<file path="src/rtl/midi_pkg.sv">
// Shared constants and state types for the MIDI note receiver.
package midi_pkg;

    localparam logic [3:0] NOTE_OFF     = 4'h8;
    localparam logic [3:0] NOTE_ON      = 4'h9;
    localparam logic [7:0] REALTIME_MIN = 8'hF8;
    localparam logic [6:0] DEFAULT_NOTE = 7'd69;

    typedef enum logic [2:0] {
        UART_IDLE,
        UART_START,
        UART_DATA,
        UART_STOP,
        UART_WAIT_HIGH
    } uart_state_t;

    typedef enum logic [1:0] {
        NO_STATUS,
        WAIT_KEY,
        WAIT_VEL
    } parse_state_t;

endpackage

</file>
<file path="src/rtl/midi_uart_rx.sv">
// MIDI UART receiver: input synchroniser plus 8N1 deserialiser.
module midi_uart_rx
    import midi_pkg::*;
#(
    parameter int CLK_HZ = 50_000_000,
    parameter int BAUD   = 31_250
) (
    input  logic       clk,
    input  logic       reset,
    input  logic       midi_rx,
    output logic [7:0] data,
    output logic       byte_valid,
    output logic       frame_err
);

    localparam int BIT_CYCLES  = CLK_HZ / BAUD;
    localparam int HALF_CYCLES = BIT_CYCLES / 2;
    localparam int CW          = $clog2(BIT_CYCLES);
    localparam logic [CW-1:0] BIT_LAST  = CW'(BIT_CYCLES - 1);
    localparam logic [CW-1:0] HALF_LAST = CW'(HALF_CYCLES - 1);

    logic          rx_s1, rx_s2, rx_d;
    logic          fall, tick;
    logic          bv_nx, fe_nx;
    logic [CW-1:0] cnt;
    logic [2:0]    bit_idx;
    logic [7:0]    shift;
    uart_state_t   state, state_nx;

    always_ff @(posedge clk or posedge reset) begin
        if (reset) begin
            rx_s1 <= 1'b1;
            rx_s2 <= 1'b1;
            rx_d  <= 1'b1;
        end else begin
            rx_s1 <= midi_rx;
            rx_s2 <= rx_s1;
            rx_d  <= rx_s2;
        end
    end

    assign fall = rx_d & ~rx_s2;
    // START times half a bit so later samples land mid-bit
    assign tick = (state == UART_START) ? (cnt == HALF_LAST)
                                        : (cnt == BIT_LAST);

    always_ff @(posedge clk or posedge reset) begin
        if (reset) state <= UART_IDLE;
        else       state <= state_nx;
    end

    always_comb begin
        state_nx = state;
        unique case (state)
            UART_IDLE:      if (fall) state_nx = UART_START;
            UART_START:     if (tick) state_nx = rx_s2 ? UART_IDLE : UART_DATA;
            UART_DATA:      if (tick && bit_idx == 3'd7) state_nx = UART_STOP;
            UART_STOP:      if (tick) state_nx = rx_s2 ? UART_IDLE : UART_WAIT_HIGH;
            UART_WAIT_HIGH: if (rx_s2) state_nx = UART_IDLE;
            default:        state_nx = UART_IDLE;
        endcase
    end

    always_comb begin
        bv_nx = 1'b0;
        fe_nx = 1'b0;
        if (state == UART_STOP && tick) begin
            bv_nx = rx_s2;
            fe_nx = ~rx_s2;
        end
    end

    always_ff @(posedge clk or posedge reset) begin
        if (reset) begin
            cnt        <= '0;
            bit_idx    <= 3'd0;
            shift      <= 8'd0;
            byte_valid <= 1'b0;
            frame_err  <= 1'b0;
        end else begin
            byte_valid <= bv_nx;
            frame_err  <= fe_nx;
            if (state_nx != state || tick)
                cnt <= '0;
            else if (state == UART_START || state == UART_DATA || state == UART_STOP)
                cnt <= cnt + 1'b1;
            if (state != UART_DATA)
                bit_idx <= 3'd0;
            else if (tick && bit_idx != 3'd7)
                bit_idx <= bit_idx + 3'd1;
            if (state == UART_DATA && tick)
                shift <= {rx_s2, shift[7:1]};
        end
    end

    assign data = shift;

endmodule

</file>
<file path="src/rtl/midi_note_receiver.sv">
// MIDI input: UART receive plus monophonic Note On/Off parser with running status.
module midi_note_receiver
    import midi_pkg::*;
#(
    parameter int CLK_HZ  = 50_000_000,
    parameter int BAUD    = 31_250,
    parameter int OMNI    = 1,
    parameter int CHANNEL = 0
) (
    input  logic       clk,
    input  logic       reset,
    input  logic       midi_rx,
    output logic [6:0] note,
    output logic [6:0] volume,
    output logic       gate,
    output logic       note_strobe,
    output logic       frame_err
);

    logic [7:0]   rx_byte;
    logic         byte_valid;
    logic         is_data, is_voice, is_rt, is_other, chan_ok;
    logic         note_on_q;
    logic [6:0]   key_q;
    logic         apply, do_on, do_off;
    parse_state_t pstate, pstate_nx;

    midi_uart_rx #(
        .CLK_HZ(CLK_HZ),
        .BAUD  (BAUD)
    ) u_uart (
        .clk       (clk),
        .reset     (reset),
        .midi_rx   (midi_rx),
        .data      (rx_byte),
        .byte_valid(byte_valid),
        .frame_err (frame_err)
    );

    assign is_data  = ~rx_byte[7];
    assign is_rt    = rx_byte >= REALTIME_MIN;
    assign is_voice = (rx_byte[7:4] == NOTE_OFF) || (rx_byte[7:4] == NOTE_ON);
    assign is_other = rx_byte[7] & ~is_voice & ~is_rt;
    assign chan_ok  = (OMNI != 0) || (rx_byte[3:0] == CHANNEL[3:0]);

    always_ff @(posedge clk or posedge reset) begin
        if (reset) pstate <= NO_STATUS;
        else       pstate <= pstate_nx;
    end

    // Realtime bytes leave the message state untouched
    always_comb begin
        pstate_nx = pstate;
        if (byte_valid) begin
            unique case (1'b1)
                is_rt:    pstate_nx = pstate;
                is_voice: pstate_nx = chan_ok ? WAIT_KEY : NO_STATUS;
                is_other: pstate_nx = NO_STATUS;
                is_data: begin
                    if (pstate == WAIT_KEY)      pstate_nx = WAIT_VEL;
                    else if (pstate == WAIT_VEL) pstate_nx = WAIT_KEY;
                end
            endcase
        end
    end

    always_comb begin
        apply  = byte_valid & is_data & (pstate == WAIT_VEL);
        do_on  = apply & note_on_q & (rx_byte[6:0] != 7'd0);
        do_off = apply & ~do_on & (key_q == note) & gate;
    end

    always_ff @(posedge clk or posedge reset) begin
        if (reset) begin
            note        <= DEFAULT_NOTE;
            volume      <= 7'd0;
            gate        <= 1'b0;
            note_strobe <= 1'b0;
            note_on_q   <= 1'b0;
            key_q       <= 7'd0;
        end else begin
            note_strobe <= do_on | do_off;
            if (byte_valid && is_voice && chan_ok)
                note_on_q <= (rx_byte[7:4] == NOTE_ON);
            if (byte_valid && is_data && pstate == WAIT_KEY)
                key_q <= rx_byte[6:0];
            if (do_on) begin
                note   <= key_q;
                volume <= rx_byte[6:0];
                gate   <= 1'b1;
            end else if (do_off) begin
                volume <= 7'd0;
                gate   <= 1'b0;
            end
        end
    end

endmodule

</file>
<file path="config.mk">
export PLATFORM = sky130hd
export DESIGN_NAME = midi_note_receiver
export DESIGN_NICKNAME = d
export VERILOG_FILES = /design/src/rtl/midi_pkg.sv /design/src/rtl/midi_uart_rx.sv /design/src/rtl/midi_note_receiver.sv
export SDC_FILE = /design/constraint.sdc
export NUM_CORES = 1
export LEC_CHECK = 0
export CORE_ASPECT_RATIO = 0.75
export CORE_MARGIN = 2
export CORE_UTILIZATION = 55
export CTS_BUF_LIST = sky130_fd_sc_hd__clkbuf_8
export CTS_CLUSTER_SIZE = 14
export DETAILED_ROUTE_END_ITERATION = 8
export PLACE_DENSITY_LB_ADDON = 0.15
export SLEW_MARGIN = 20
export SYNTH_ARGS = -nofsm -noshare
export SYNTH_HDL_FRONTEND = slang
export SYNTH_SLANG_ARGS = --single-unit
</file>
<file path="constraint.sdc">
create_clock -name clk -period 4.2 [get_ports clk]
set_clock_uncertainty 0.15 [all_clocks]
set_input_delay 0.84 -clock clk [delete_from_list [all_inputs] [get_ports clk]]
set_output_delay 0.84 -clock clk [all_outputs]
set_load 0.03 [all_outputs]
</file>
**Word level (Yosys, flattened, before mapping)**

Index checks and enable logic that the tools add are counted.

- Muxes and demuxes: 23
- Equality and inequality tests: 16
- Add/subtract/negate cells: 2
- Bitwise gates (word level): 16
- Reductions and logical operators: 17
- $lt $le $gt $ge: 1

Operators with widths:

| operator | count |
|---|---|
| $mux W3 | 8 |
| $mux W11 | 2 |
| $pmux W3 S5 | 1 |
| $mux W7 | 2 |
| $add A11 B1 Y11 const B | 1 |
| $eq A11 B10 Y1 const B | 1 |
| $eq A11 B11 Y1 const B | 1 |
| $and A1 B1 Y1 | 10 |
| $eq A4 B4 Y1 const B | 2 |
| $ge A8 B8 Y1 const B | 1 |
| $mux W2 | 4 |
| $eq A7 B7 Y1 | 1 |
| $logic_and A1 B1 Y1 | 7 |
| $reduce_bool A7 Y1 | 1 |
| $eq A3 B2 Y1 const B | 2 |
| $eq A3 B3 Y1 const B | 2 |
| $pmux W2 S3 | 1 |
| $reduce_bool A2 Y1 | 3 |
| $mux W1 | 5 |
| $not A1 Y1 | 5 |
| $logic_or A1 B1 Y1 | 4 |
| $ne A4 B1 Y1 const B | 1 |
| $add A3 B1 Y3 const B | 1 |
| $eq A3 B1 Y1 const B | 1 |
| 8 further kinds | 8 |

- Output and inout bits: 17
- Word-level logic and storage cells: 91
- Input port bits: 3
- Register bits: 56

**Depth between registers and ports, before layout**

- Depth in word-level cells: 11
- Mapped depth: 7
- Gate-level depth less buffers: 6

**Hierarchy**

From an unflattened synthesis, not the netlist that was laid out.

- Cells, all modules: 213
- Area, all modules: 2627.5 um2

Modules (own cells, without submodules):

| module | area an instance (um2) | cells an instance | instances | sequential area each (um2) |
|---|---|---|---|---|
| midi_uart_rx | 1413.9 | 126 | 1 | 754.5 |
| midi_note_receiver | 1213.7 | 87 | 1 | 654.4 |

**Worst setup path after synthesis**

Ideal clock, no wire load.

- Kind: reg-to-reg
- From: register u_uart.cnt[0]
- To: register u_uart.shift[0] (netlist: u_uart.data[0])
- Library setup time: 0.125 ns
- Arrival time: 2.028 ns
- Slack: 1.898 ns
- Path buffers: 1
- Stages on the path, launching flop included: 7
- Path through: dfrtp_1 -> ha_1 -> nand4_2 -> or4b_1 -> buf_4 -> nor3_4 -> mux2_2

- Word-level cells in the longest chain between the ends: 3
- Elaborated cells between the ends (all ways): 4
- Classes of those cells: eq/ne: 2; mux: 1; reduce/logical: 1

RTL lines:

| element | RTL line | RTL |
|---|---|---|
| from (decl) | midi_uart_rx.sv:25 | `logic [CW-1:0] cnt;` |
| from (signal assigned) | midi_uart_rx.sv:86 | `cnt <= cnt + 1'b1;` |
| $eq A11 B11 Y1 or $eq A11 B10 Y1 (tied branches) | midi_uart_rx.sv:45, midi_uart_rx.sv:44 |  |
| $mux W1 * | midi_uart_rx.sv:44 | `assign tick = (state == UART_START) ? (cnt == HALF_LAST)` |
| $logic_and A1 B1 Y1 * | midi_uart_rx.sv:91 | `if (state == UART_DATA && tick)` |
| to (signal assigned) | midi_uart_rx.sv:92 | `shift <= {rx_s2, shift[7:1]};` |
| to (decl) | midi_uart_rx.sv:27 | `logic [7:0] shift;` |

Every way passes the cells marked *; elsewhere a longest branch is shown, timed or not.
A chain may end at the register's enable or synchronous reset.

**Worst setup path after layout**

- From: register u_uart.cnt[1]
- To: register u_uart.cnt[7]

- Word-level cells in the longest chain between the ends: 8
- Elaborated cells between the ends (all ways): 14
- Classes of those cells: add/sub: 1; eq/ne: 3; mux: 7; reduce/logical: 3

RTL lines:

| element | RTL line | RTL |
|---|---|---|
| $eq A11 B11 Y1 or $eq A11 B10 Y1 (tied branches) | midi_uart_rx.sv:45, midi_uart_rx.sv:44 |  |
| $mux W1 | midi_uart_rx.sv:44 |  |
| $logic_and A1 B1 Y1 | midi_uart_rx.sv:57 | `UART_DATA: if (tick && bit_idx == 3'd7) state_nx = UART_STOP;` |
| $mux W3 | midi_uart_rx.sv:57 |  |
| $pmux W3 S5 | midi_uart_rx.sv:54 | `unique case (state)` |
| $ne A3 B3 Y1 | midi_uart_rx.sv:83 | `if (state_nx != state \|\| tick)` |
| $logic_or A1 B1 Y1 | midi_uart_rx.sv:83 |  |
| $mux W11 or $reduce_bool A2 Y1 (tied branches) | n/a |  |

Several ways; a longest one is shown, not always the timed one. The select of a mux whose other input is x is not followed.

==> results_dict.tcl <==
set metrics [dict create \
    synth_top_area_cell "dfrtp_1" \
    cp-start-kind "register" \
    tightest_slew_ps 915 \
    crit_path_end_kind "register" \
    core-area_um2 4470 \
    worst_slack_ps 1530 \
    clk_path_buf_depth 2 \
    nNetsFinal 236 \
    start_util 0.572 \
    fill_cells 352 \
    cp_data_required_time_ps 4220 \
    drtAntennaViolNets 0 \
    setup_viol 0 \
    post-route-period-util 0.636 \
    grt_overflow 0 \
    slew_headroom 0.390 \
    r2r_cells 5 \
    drv_cap 0 \
    firstDrtPassIters 4 \
    cts_made_buffers 5 \
    gp_congestion 0.842 \
    drt-vias-per-instance 5.88 \
    yosysUniqueCellTypes 43 \
    path_max_fanout 11 \
    diodes 0 \
    synthCells 210 \
    drtIter0Drc 105 \
    leakage_nw 1.31 \
    synth.area.top_cells "dfrtp_1 49%, mux2_2 11%, dfstp_2 6.2%" \
    path_buf_inv 0 \
    hold_buffers 0 \
    io_pins 20 \
    cp_num_cells 5 \
    synth.yosys.seq_area_share 0.551 \
    maxSlewViolCount 0 \
    die_h_um 63.0 \
    clock_latency_ps 310 \
    syn2layout_area_growth_pct 13.9 \
    drive_gt1_frac 0.208 \
    p_per_area_nw_per_um2 370 \
    finalHoldViolations 0 \
    rsz0062_at_grt "no" \
    hold_class "reg2reg" \
    max_freq_mhz 374 \
    dp_hpwl_um 3360 \
    grt_util_all_layers 0.213 \
    peakVddDrop_mv 0.296 \
    synth_edf_count 0 \
    cts-resized-gates 0 \
    ys_warn_count 0 \
    worstSetupEndpoint "u_uart.cnt[7]" \
    r2r_setup_slack_ps 1530 \
    slowest_delay_ps 750 \
    drc 0 \
    preCtsSetupSlack_ps 1570 \
    die_width_um 82.7 \
    yosys_most_used_dff "dfrtp_1" \
    status "complete, no violations" \
    grt_pass1_wl_um 8380 \
    wl_per_cell_um 16.7 \
    vias 1693 \
    grt_pass1_vias 1705 \
    reg2reg_to "u_uart.cnt[7]" \
    syn_avg_cell_area_um2 12.2 \
    cts-root-buf "clkbuf_8" \
    async_flop_share 1.00 \
    wirelength_um 4800 \
    ys_ff_latch 56 \
    syn_nets 216 \
    port_buffers 19 \
    crit_chain "ha_1 > nand4_2 > or4b_1 > o221ai_1 > nor2_1" \
    row_count 21 \
    clock_sinks 56 \
    worstPathArrival_ps 2690 \
    fin_crit_ps 2670 \
    cts.clk_slew.worst_paths_ps 100 \
    grt_max_degree 57 \
    yosysTopAreaCellShare 0.489 \
    slowest_stage "o221ai_1" \
    cts_htree_levels 2 \
    cp_top_family "simple AND/OR/NAND/NOR gates" \
    crit_path_start "u_uart.cnt[1]" \
    critPathKind "reg2reg" \
    cts_tree "built" \
    syn-cell-area_um2 2560 \
    tns_ps 0 \
    regToRegStartpoint "u_uart.cnt[1]" \
    cts_setup_buffers 0 \
    die_area_um2 5210 \
    antenna_found_initial 0 \
]
[cell usage after synthesis, types with 2 or more instances]
| cell | count |
|---|---|
| nor2_1 | 16 |
| buf_4 | 2 |
| nor4b_1 | 2 |
| o31ai_1 | 3 |
| nor3b_1 | 3 |
| nor4bb_1 | 2 |
| nand2_1 | 12 |
| ha_1 | 3 |
| o21ai_0 | 4 |
| nor4_1 | 5 |
| buf_2 | 3 |
| dfrtp_1 | 50 |
| nor3_1 | 3 |
| a21oi_1 | 5 |
| clkbuf_1 | 2 |
| inv_1 | 4 |
| mux2_2 | 24 |
| nand4_1 | 8 |
| nand2b_1 | 4 |
| xnor2_1 | 11 |
| or4_1 | 2 |
| xor2_1 | 6 |
| a31o_2 | 2 |
| a32o_1 | 5 |
| and3_1 | 2 |
| nand3_1 | 4 |
| dfstp_2 | 6 |
| nor2b_1 | 2 |
[power breakdown]
part	switching, mW	internal [mW]
registers	0.0358	0.570
logic	0.0608	0.0424
clock network	0.172	0.195
[metrics by stage]
stage	instances	total power [mW]	area, um2	hold slack [ps]	utilization
6_report	288	1.08	2910	210	0.652
3_3_place_gp	280	0.707	2790	198	0.624
2_1_floorplan	210	0.691	2560	195	-
5_1_grt	288	1.13	2910	218	0.652
4_1_cts	288	1.09	2910	212	0.651
3_5_place_dp	280	0.719	2790	199	0.624
[cell type report]
class,instances,area [um2],area share
Sequential cell,56,1410,0.484
Tap cell,57,71.3,0.0245
Clock inverter,2,38.8,0.0133
Clock buffer,6,82.6,0.0284
Inverter,4,16.3,0.00559
Multi-Input combinational cell,143,1090,0.376
Timing Repair Buffer,20,198,0.0679
[sequential cells by signal (all words and copies together) (netlist names)]
signal / flops
note_on_q: 1
u_uart.state: 3
key_q: 7
u_uart.bit_idx: 3
u_uart.data: 8
u_uart.rx_s1: 1
gate: 1
u_uart.byte_valid: 1
volume: 7
u_uart.rx_d: 1
note: 7
pstate: 2
u_uart.cnt: 11
u_uart.frame_err: 1
note_strobe: 1
u_uart.rx_s2: 1
[layout by cell type, fill, tap and decap left out, drive strengths merged, types with 3 or more instances in the layout]
master,n
nand2b,4
ha,3
dfrtp,50
clkdlybuf4s50,19
clkbuf,6
xor2,6
nor2,16
dfstp,6
nor4,6
inv,3
nand2,12
nor3,4
nand4,9
xnor2,11
a21oi,5
o31ai,3
mux2,24
nand3,4
a32o,5
nor3b,3
o21ai,4
[worst register-to-register path, stage by stage (launching register included)]
cell      delay [ps]
dfrtp_1          400
ha_1             220
nand4_2          190
or4b_1           680
o221ai_1         750
nor2_1           130
[how the worst min path moves through the flow]
stage                 startpoint           end  slack (ps)  cells past startpoint
floorplan           u_uart.rx_s1  u_uart.rx_s2         200                      0
global placement    u_uart.rx_s1  u_uart.rx_s2         200                      0
detailed placement  u_uart.rx_s1  u_uart.rx_s2         200                      0
CTS                 u_uart.rx_s1  u_uart.rx_s2         210                      0
global route        u_uart.rx_s1  u_uart.rx_s2         220                      0
finish              u_uart.rx_s1  u_uart.rx_s2         210                      0
[kinds of logic after synthesis]
kind of cell               synth area share
muxes                                 0.118
and+or+nand+nor                       0.165
DFF                                   0.551
AOI/OAI and AO/OA                    0.0720
xor gates and xnor gates             0.0582
buffers and inverters                0.0206
adders and majority gates            0.0147
[routing by layer]
layer / vias to the layer above / share of wire / global-route usage
met5: - / 0 / 0
met4: 0 / 0.0079 / 0.0348
met3: 5 / 0.037 / 0.0621
met2: 32 / 0.45 / 0.303
met1: 853 / 0.50 / 0.329
li1: 803 / - / -
Note: power is estimated with default switching activity, not from simulation.
